### config.mk
export PLATFORM = sky130hd
export DESIGN_NAME = spi_ram
export DESIGN_NICKNAME = d
export VERILOG_FILES = /design/src/rtl/spi_ram_pkg.sv /design/src/rtl/spi_ram_mem.sv /design/src/rtl/spi_ram.sv
export SDC_FILE = /design/constraint.sdc
export NUM_CORES = 2
export LEC_CHECK = 0
export ABC_CLOCK_PERIOD_IN_PS = 5400
export BUFFER_PORTS_ARGS = -buffer_cell sky130_fd_sc_hd__buf_2
export CAP_MARGIN = 25
export CORE_MARGIN = 4
export CORE_UTILIZATION = 44
export DETAILED_ROUTE_END_ITERATION = 7
export SETUP_SLACK_MARGIN = 0.05
export SLEW_MARGIN = 0
export SYNTH_ARGS = -nofsm -noshare
export SYNTH_HDL_FRONTEND = slang
export SYNTH_SLANG_ARGS = --single-unit
### constraint.sdc
create_clock -name clk -period 5.4 [get_ports clk]
set_input_delay 0.27 -clock clk [delete_from_list [all_inputs] [get_ports clk]]
set_output_delay 0.27 -clock clk [all_outputs]
set_load 0.005 [all_outputs]
### src/rtl/spi_ram_pkg.sv
// Shared types and widths for the command-decoding RAM behind the SPI slave.
package spi_ram_pkg;

  localparam int unsigned CMD_W  = 2;
  localparam int unsigned DATA_W = 8;
  localparam int unsigned WORD_W = CMD_W + DATA_W;

  // Command field of a received SPI word (din[9:8]).
  typedef enum logic [CMD_W-1:0] {
    CMD_WR_ADDR = 2'b00,
    CMD_WR_DATA = 2'b01,
    CMD_RD_ADDR = 2'b10,
    CMD_RD_DATA = 2'b11
  } cmd_e;

  // Read-data hold machine: HOLD keeps tx_valid up while the slave shifts a byte out.
  typedef enum logic {
    ST_IDLE = 1'b0,
    ST_HOLD = 1'b1
  } hold_state_e;

endpackage

### src/rtl/spi_ram_mem.sv
// Single-port storage array: synchronous write, registered read on enable, no reset.
module spi_ram_mem
  import spi_ram_pkg::*;
#(
  parameter int unsigned ADDR_W = 8,
  parameter int unsigned DEPTH  = 256
) (
  input  logic              clk,
  input  logic              we_i,
  input  logic [ADDR_W-1:0] waddr_i,
  input  logic [DATA_W-1:0] wdata_i,
  input  logic              re_i,
  input  logic [ADDR_W-1:0] raddr_i,
  output logic [DATA_W-1:0] rdata_o
);

  logic [DATA_W-1:0] mem_q [DEPTH];
  logic [DATA_W-1:0] rdata_q;

  // Array write and read-data capture; read data stays frozen until the next enable.
  always_ff @(posedge clk) begin
    if (we_i) begin
      mem_q[waddr_i] <= wdata_i;
    end
    if (re_i) begin
      rdata_q <= mem_q[raddr_i];
    end
  end

  assign rdata_o = rdata_q;

endmodule

### src/rtl/spi_ram.sv
// Command decoder, address/flag registers and tx hold timer in front of spi_ram_mem.
module spi_ram
  import spi_ram_pkg::*;
#(
  parameter int unsigned ADDR_SIZE = 8,
  parameter int unsigned MEM_DEPTH = 256,
  parameter int unsigned TX_HOLD   = 8
) (
  input  logic              clk,
  input  logic              rst,
  input  logic [WORD_W-1:0] din,
  input  logic              rx_valid,
  output logic [DATA_W-1:0] dout,
  output logic              tx_valid,
  output logic              cmd_err
);

  localparam int unsigned CNT_W = (TX_HOLD > 1) ? $clog2(TX_HOLD) : 1;

  cmd_e                 cmd_c;
  logic [ADDR_SIZE-1:0] addr_c;
  logic [DATA_W-1:0]    data_c;

  logic [ADDR_SIZE-1:0] wr_addr_q, wr_addr_d;
  logic [ADDR_SIZE-1:0] rd_addr_q, rd_addr_d;
  logic                 wr_ok_q, wr_ok_d;
  logic                 rd_ok_q, rd_ok_d;
  logic                 cmd_err_q, cmd_err_d;
  logic                 dout_vld_q, dout_vld_d;
  hold_state_e          state_q, state_d;
  logic [CNT_W-1:0]     cnt_q, cnt_d;

  logic                 mem_we;
  logic                 mem_re;
  logic                 rd_start;
  logic [DATA_W-1:0]    mem_rdata;

  assign cmd_c  = cmd_e'(din[WORD_W-1:DATA_W]);
  assign addr_c = din[ADDR_SIZE-1:0];
  assign data_c = din[DATA_W-1:0];

  // Command decode: one command per rx_valid cycle, illegal sequences flag an error.
  always_comb begin
    wr_addr_d  = wr_addr_q;
    rd_addr_d  = rd_addr_q;
    wr_ok_d    = wr_ok_q;
    rd_ok_d    = rd_ok_q;
    dout_vld_d = dout_vld_q;
    cmd_err_d  = 1'b0;
    mem_we     = 1'b0;
    mem_re     = 1'b0;
    rd_start   = 1'b0;
    if (rx_valid) begin
      unique case (cmd_c)
        CMD_WR_ADDR: begin
          wr_addr_d = addr_c;
          wr_ok_d   = 1'b1;
        end
        CMD_WR_DATA: begin
          if (wr_ok_q) begin
            mem_we    = 1'b1;
            wr_addr_d = wr_addr_q + ADDR_SIZE'(1);
          end else begin
            cmd_err_d = 1'b1;
          end
        end
        CMD_RD_ADDR: begin
          rd_addr_d = addr_c;
          rd_ok_d   = 1'b1;
        end
        CMD_RD_DATA: begin
          // A read is only taken while no byte is being held for the slave.
          if (rd_ok_q && (state_q == ST_IDLE)) begin
            mem_re     = 1'b1;
            rd_start   = 1'b1;
            dout_vld_d = 1'b1;
            rd_addr_d  = rd_addr_q + ADDR_SIZE'(1);
          end else begin
            cmd_err_d = 1'b1;
          end
        end
        default: ;
      endcase
    end
  end

  // Hold machine next state: count TX_HOLD cycles of tx_valid per accepted read.
  always_comb begin
    state_d = state_q;
    cnt_d   = cnt_q;
    unique case (state_q)
      ST_IDLE: begin
        if (rd_start) begin
          state_d = ST_HOLD;
          cnt_d   = CNT_W'(TX_HOLD - 1);
        end
      end
      ST_HOLD: begin
        if (cnt_q == '0) begin
          state_d = ST_IDLE;
        end else begin
          cnt_d = cnt_q - CNT_W'(1);
        end
      end
      default: state_d = ST_IDLE;
    endcase
  end

  // State, address, flag and error registers.
  always_ff @(posedge clk or posedge rst) begin
    if (rst) begin
      wr_addr_q  <= '0;
      rd_addr_q  <= '0;
      wr_ok_q    <= 1'b0;
      rd_ok_q    <= 1'b0;
      cmd_err_q  <= 1'b0;
      dout_vld_q <= 1'b0;
      state_q    <= ST_IDLE;
      cnt_q      <= '0;
    end else begin
      wr_addr_q  <= wr_addr_d;
      rd_addr_q  <= rd_addr_d;
      wr_ok_q    <= wr_ok_d;
      rd_ok_q    <= rd_ok_d;
      cmd_err_q  <= cmd_err_d;
      dout_vld_q <= dout_vld_d;
      state_q    <= state_d;
      cnt_q      <= cnt_d;
    end
  end

  spi_ram_mem #(
    .ADDR_W (ADDR_SIZE),
    .DEPTH  (MEM_DEPTH)
  ) u_mem (
    .clk     (clk),
    .we_i    (mem_we),
    .waddr_i (wr_addr_q),
    .wdata_i (data_c),
    .re_i    (mem_re),
    .raddr_i (rd_addr_q),
    .rdata_o (mem_rdata)
  );

  // The un-reset read register is masked to zero until a read has landed since reset.
  assign dout     = dout_vld_q ? mem_rdata : '0;
  assign tx_valid = (state_q == ST_HOLD);
  assign cmd_err  = cmd_err_q;

endmodule

==> metrics.cfg <==
[cts]
cts_tree=built
cts_root_buf=clkbuf_16
cts_resized=0
clk_latency_ns=0.82
clk_pin_slew_ns=0.06
cts-buffers-inserted=204
hold_buffers=12
cts_setup_buffers=0
htree_levels=4
cts_num_sinks=2080
clock_path_buffers=3

[global_route]
grt_max_degree=157
antenna_found_initial=6
grt_pass1_vias=40220
grt_usage=0.2068
overflow=0
grt_pass1_wl_um=289100

[synthesis]
yosys_warnings=0
synthesis.nets=4069
synth_seq_area_share=0.7626
avgSynthCellArea_um2=20.19
yosysUniqueCellTypes=54
synth_ff_type=edfxtp_1
ys_ff_latch=2080
syn_area_um2=81750
syn_inst=4049
ys_async_sr_fraction=0.01154
synth_edf_count=2056

[timing]
layout_min_cycle_time_ns=4.301
rsz0062_at_grt=false
worst_slew_pin_slew_ns=1.100
whs_ns=-0.01667
slew_viol_final=0
hold_viol_final=2
fmax_mhz=232.5
relSlewSlack=0.2637
final-setup-viol-count=0
period_share=0.7964
fin_tns_setup_ns=0
finClkSkew_ns=0.04043

[worst_hold_path]
min_from=din[6]
whs_path_depth=1
hold_path_class=in2reg
worstHoldEndpoint=u_mem.mem_q[230][6]

[placed_design]
io_buffers=22
gp_congestion=0.8492
dp_hpwl_um=122200

[routing]
ant_nets=0
avgViaCountPerCell=5.879
route.detailed.drc=0
wl_per_cell_um=29.52
vias=39840
drt_pre_antenna_iters=5
wl_met3_um=14520
drtIter0Drc=4388
wl_met2_um=96490
routed_wl_um=200100
m1WireLength_um=82600
dr.max_layer_used=met5

[power_and_ir_drop]
ir_worst_vdd_mv=0.3289
powerDensity_nw_per_um2=448.9
leakagePower_nw=28.14
power_mw=40.98

[flow_run]
cap_violations=0

[floorplanning]
fp.dieW_um=439.0
fp-row-count=157
die_h_um=439.0
io_pins=23
dieArea_um2=192800
start_util=0.4446
coreArea_um2=183900

[setup_path]
required_ns=5.93
r2r_start=rd_addr_q[1]
cp_max_fo=68
r2r_cells=9
end_kind=register
r2r_end=u_mem.rdata_o[7]
reg2reg_slack_ns=1.10
crit_type=reg2reg
cp.arrival_ns=4.83
startpoint_type=register

[finish]
drive_above_1_share=0.2012
area_delta_synth_final_pct=11.66
nFillCells=14800
nets=4166

[status]
violations=negative hold slack
status=complete, but fails checks

[layer usage]
| layer | vias to the layer above | global-route usage |
|---|---|---|
| li1 | 16940 | - |
| met1 | 21120 | 0.2869 |
| met2 | 1473 | 0.3313 |
| met3 | 303 | 0.04232 |
| met4 | 4 | 0.06459 |
| met5 | - | 0 |
[worst max path at each step]
stage	from	end	slack [ns]	cells after the start
2_1_floorplan	rd_addr_q[0]	u_mem.rdata_o[0]	2.91	7
5_1_grt	rd_addr_q[0]	u_mem.rdata_o[0]	0.91	8
6_report	rd_addr_q[1]	u_mem.rdata_o[7]	1.10	9
4_1_cts	rd_addr_q[0]	u_mem.rdata_o[1]	1.16	8
3_3_place_gp	rd_addr_q[0]	u_mem.rdata_o[1]	1.16	8
3_5_place_dp	rd_addr_q[0]	u_mem.rdata_o[2]	1.19	7
[cell usage in the layout, fill, tap and decap left out, types with 14 or more instances in the layout]
cell type,netlist,routed
a211oi_1,32,32
a21oi_1,49,49
a221oi_1,20,20
a22o_1,30,30
a22oi_1,103,103
and2_1,23,22
and3_1,17,17
buf_12,6,15
buf_2,44,14
buf_4,45,81
bufinv_16,0,20
clkbuf_1,105,40
clkbuf_16,0,206
clkinv_1,1,46
clkinv_2,0,36
dfrtp_1,24,20
edfxtp_1,2056,2056
mux2_2,24,24
mux2i_1,304,304
mux4_2,395,395
nand2_1,76,74
nand3_1,53,50
nand4_1,16,16
nor2_1,304,302
nor2b_1,23,19
nor3_1,43,43
o21ai_0,33,33
o22ai_1,43,43
o31ai_1,16,16
o32ai_1,22,22
[cells by family (layout without fill, tap and decap cells)]
group,Yosys count,in the layout,synth area share
and+or+nand+nor,586,586,0.03262
adders and majority gates,7,7,0.001071
other,0,2,0
AOI/OAI and AO/OA,394,394,0.03517
buffers and inverters,259,520,0.01922
muxes,723,723,0.1493
DFF,2080,2080,0.7626
[metrics by stage]
step	instances	setup slack, ns	hold WS, ns	util	instance area, um2
3_3_place_gp	6386	1.159	0.4100	0.4595	84480
5_1_grt	6775	0.9136	-0.00007461	0.4965	91280
6_report	6776	1.099	-0.01667	0.4965	91290
3_5_place_dp	6390	1.190	0.4084	0.4600	84580
4_1_cts	6772	1.160	0.003698	0.4963	91250
2_1_floorplan	4049	2.908	0.2846	-	81750
[sequential cells by signal, summed over array words and instances, names as in the netlist]
register and flops:
wr_ok_q 1, u_mem.mem_q 2048, cnt_q 3, wr_addr_q 8, tx_valid 1, rd_ok_q 1
cmd_err 1, u_mem.rdata_o 8, rd_addr_q 8, dout_vld_q 1
[power by group]
part	total, mW	leakage [nW]	internal [mW]	switching, mW
Sequential	18.2	18.7	17.8	0.339
Combinational	8.82	6.21	3.67	5.15
Clock	14.0	3.19	7.97	6.00
Total	41.0	28.1	29.5	11.5
[synthesized netlist by cell type, drive strengths merged, types with 22 or more instances]
library cell	instances	area share
clkbuf	105	0.0048
a22o	30	0.0032
nand3	53	0.0032
o21ai	33	0.0020
a21oi	49	0.0030
mux2i	304	0.037
nor2b	23	0.0018
nand2	76	0.0035
a211oi	32	0.0029
and2	24	0.0018
o32ai	22	0.0024
dfrtp	24	0.0073
mux2	24	0.0033
o22ai	43	0.0033
edfxtp	2056	0.76
a221oi	24	0.0029
nor3	43	0.0026
a22oi	103	0.0095
mux4	395	0.11
buf	140	0.014
nor2	304	0.014
[cell type report]
| type | instances | area [um2] | area share |
|---|---|---|---|
| flip-flops and latches | 2080 | 62350 | 0.6831 |
| multi-input cells | 1710 | 17890 | 0.1960 |
| clock buffers | 248 | 5333 | 0.05842 |
| well taps | 2464 | 3083 | 0.03377 |
| repair buffers | 136 | 1345 | 0.01473 |
| clock inverters | 122 | 1217 | 0.01334 |
| inverters | 14 | 55.05 | 0.0006031 |
| diodes | 2 | 5.005 | 0.00005483 |
[critical path, cell delays in order, from the launching register on]
cell	delay (ns)
dfrtp_4	0.94
buf_4	0.33
buf_12	0.32
buf_12	0.42
mux2i_1	0.26
a22oi_1	0.14
nand3_1	0.17
nand4_1	0.40
nor3_1	0.81
a2111oi_2	0.05
(Power assumes the default switching activity.)
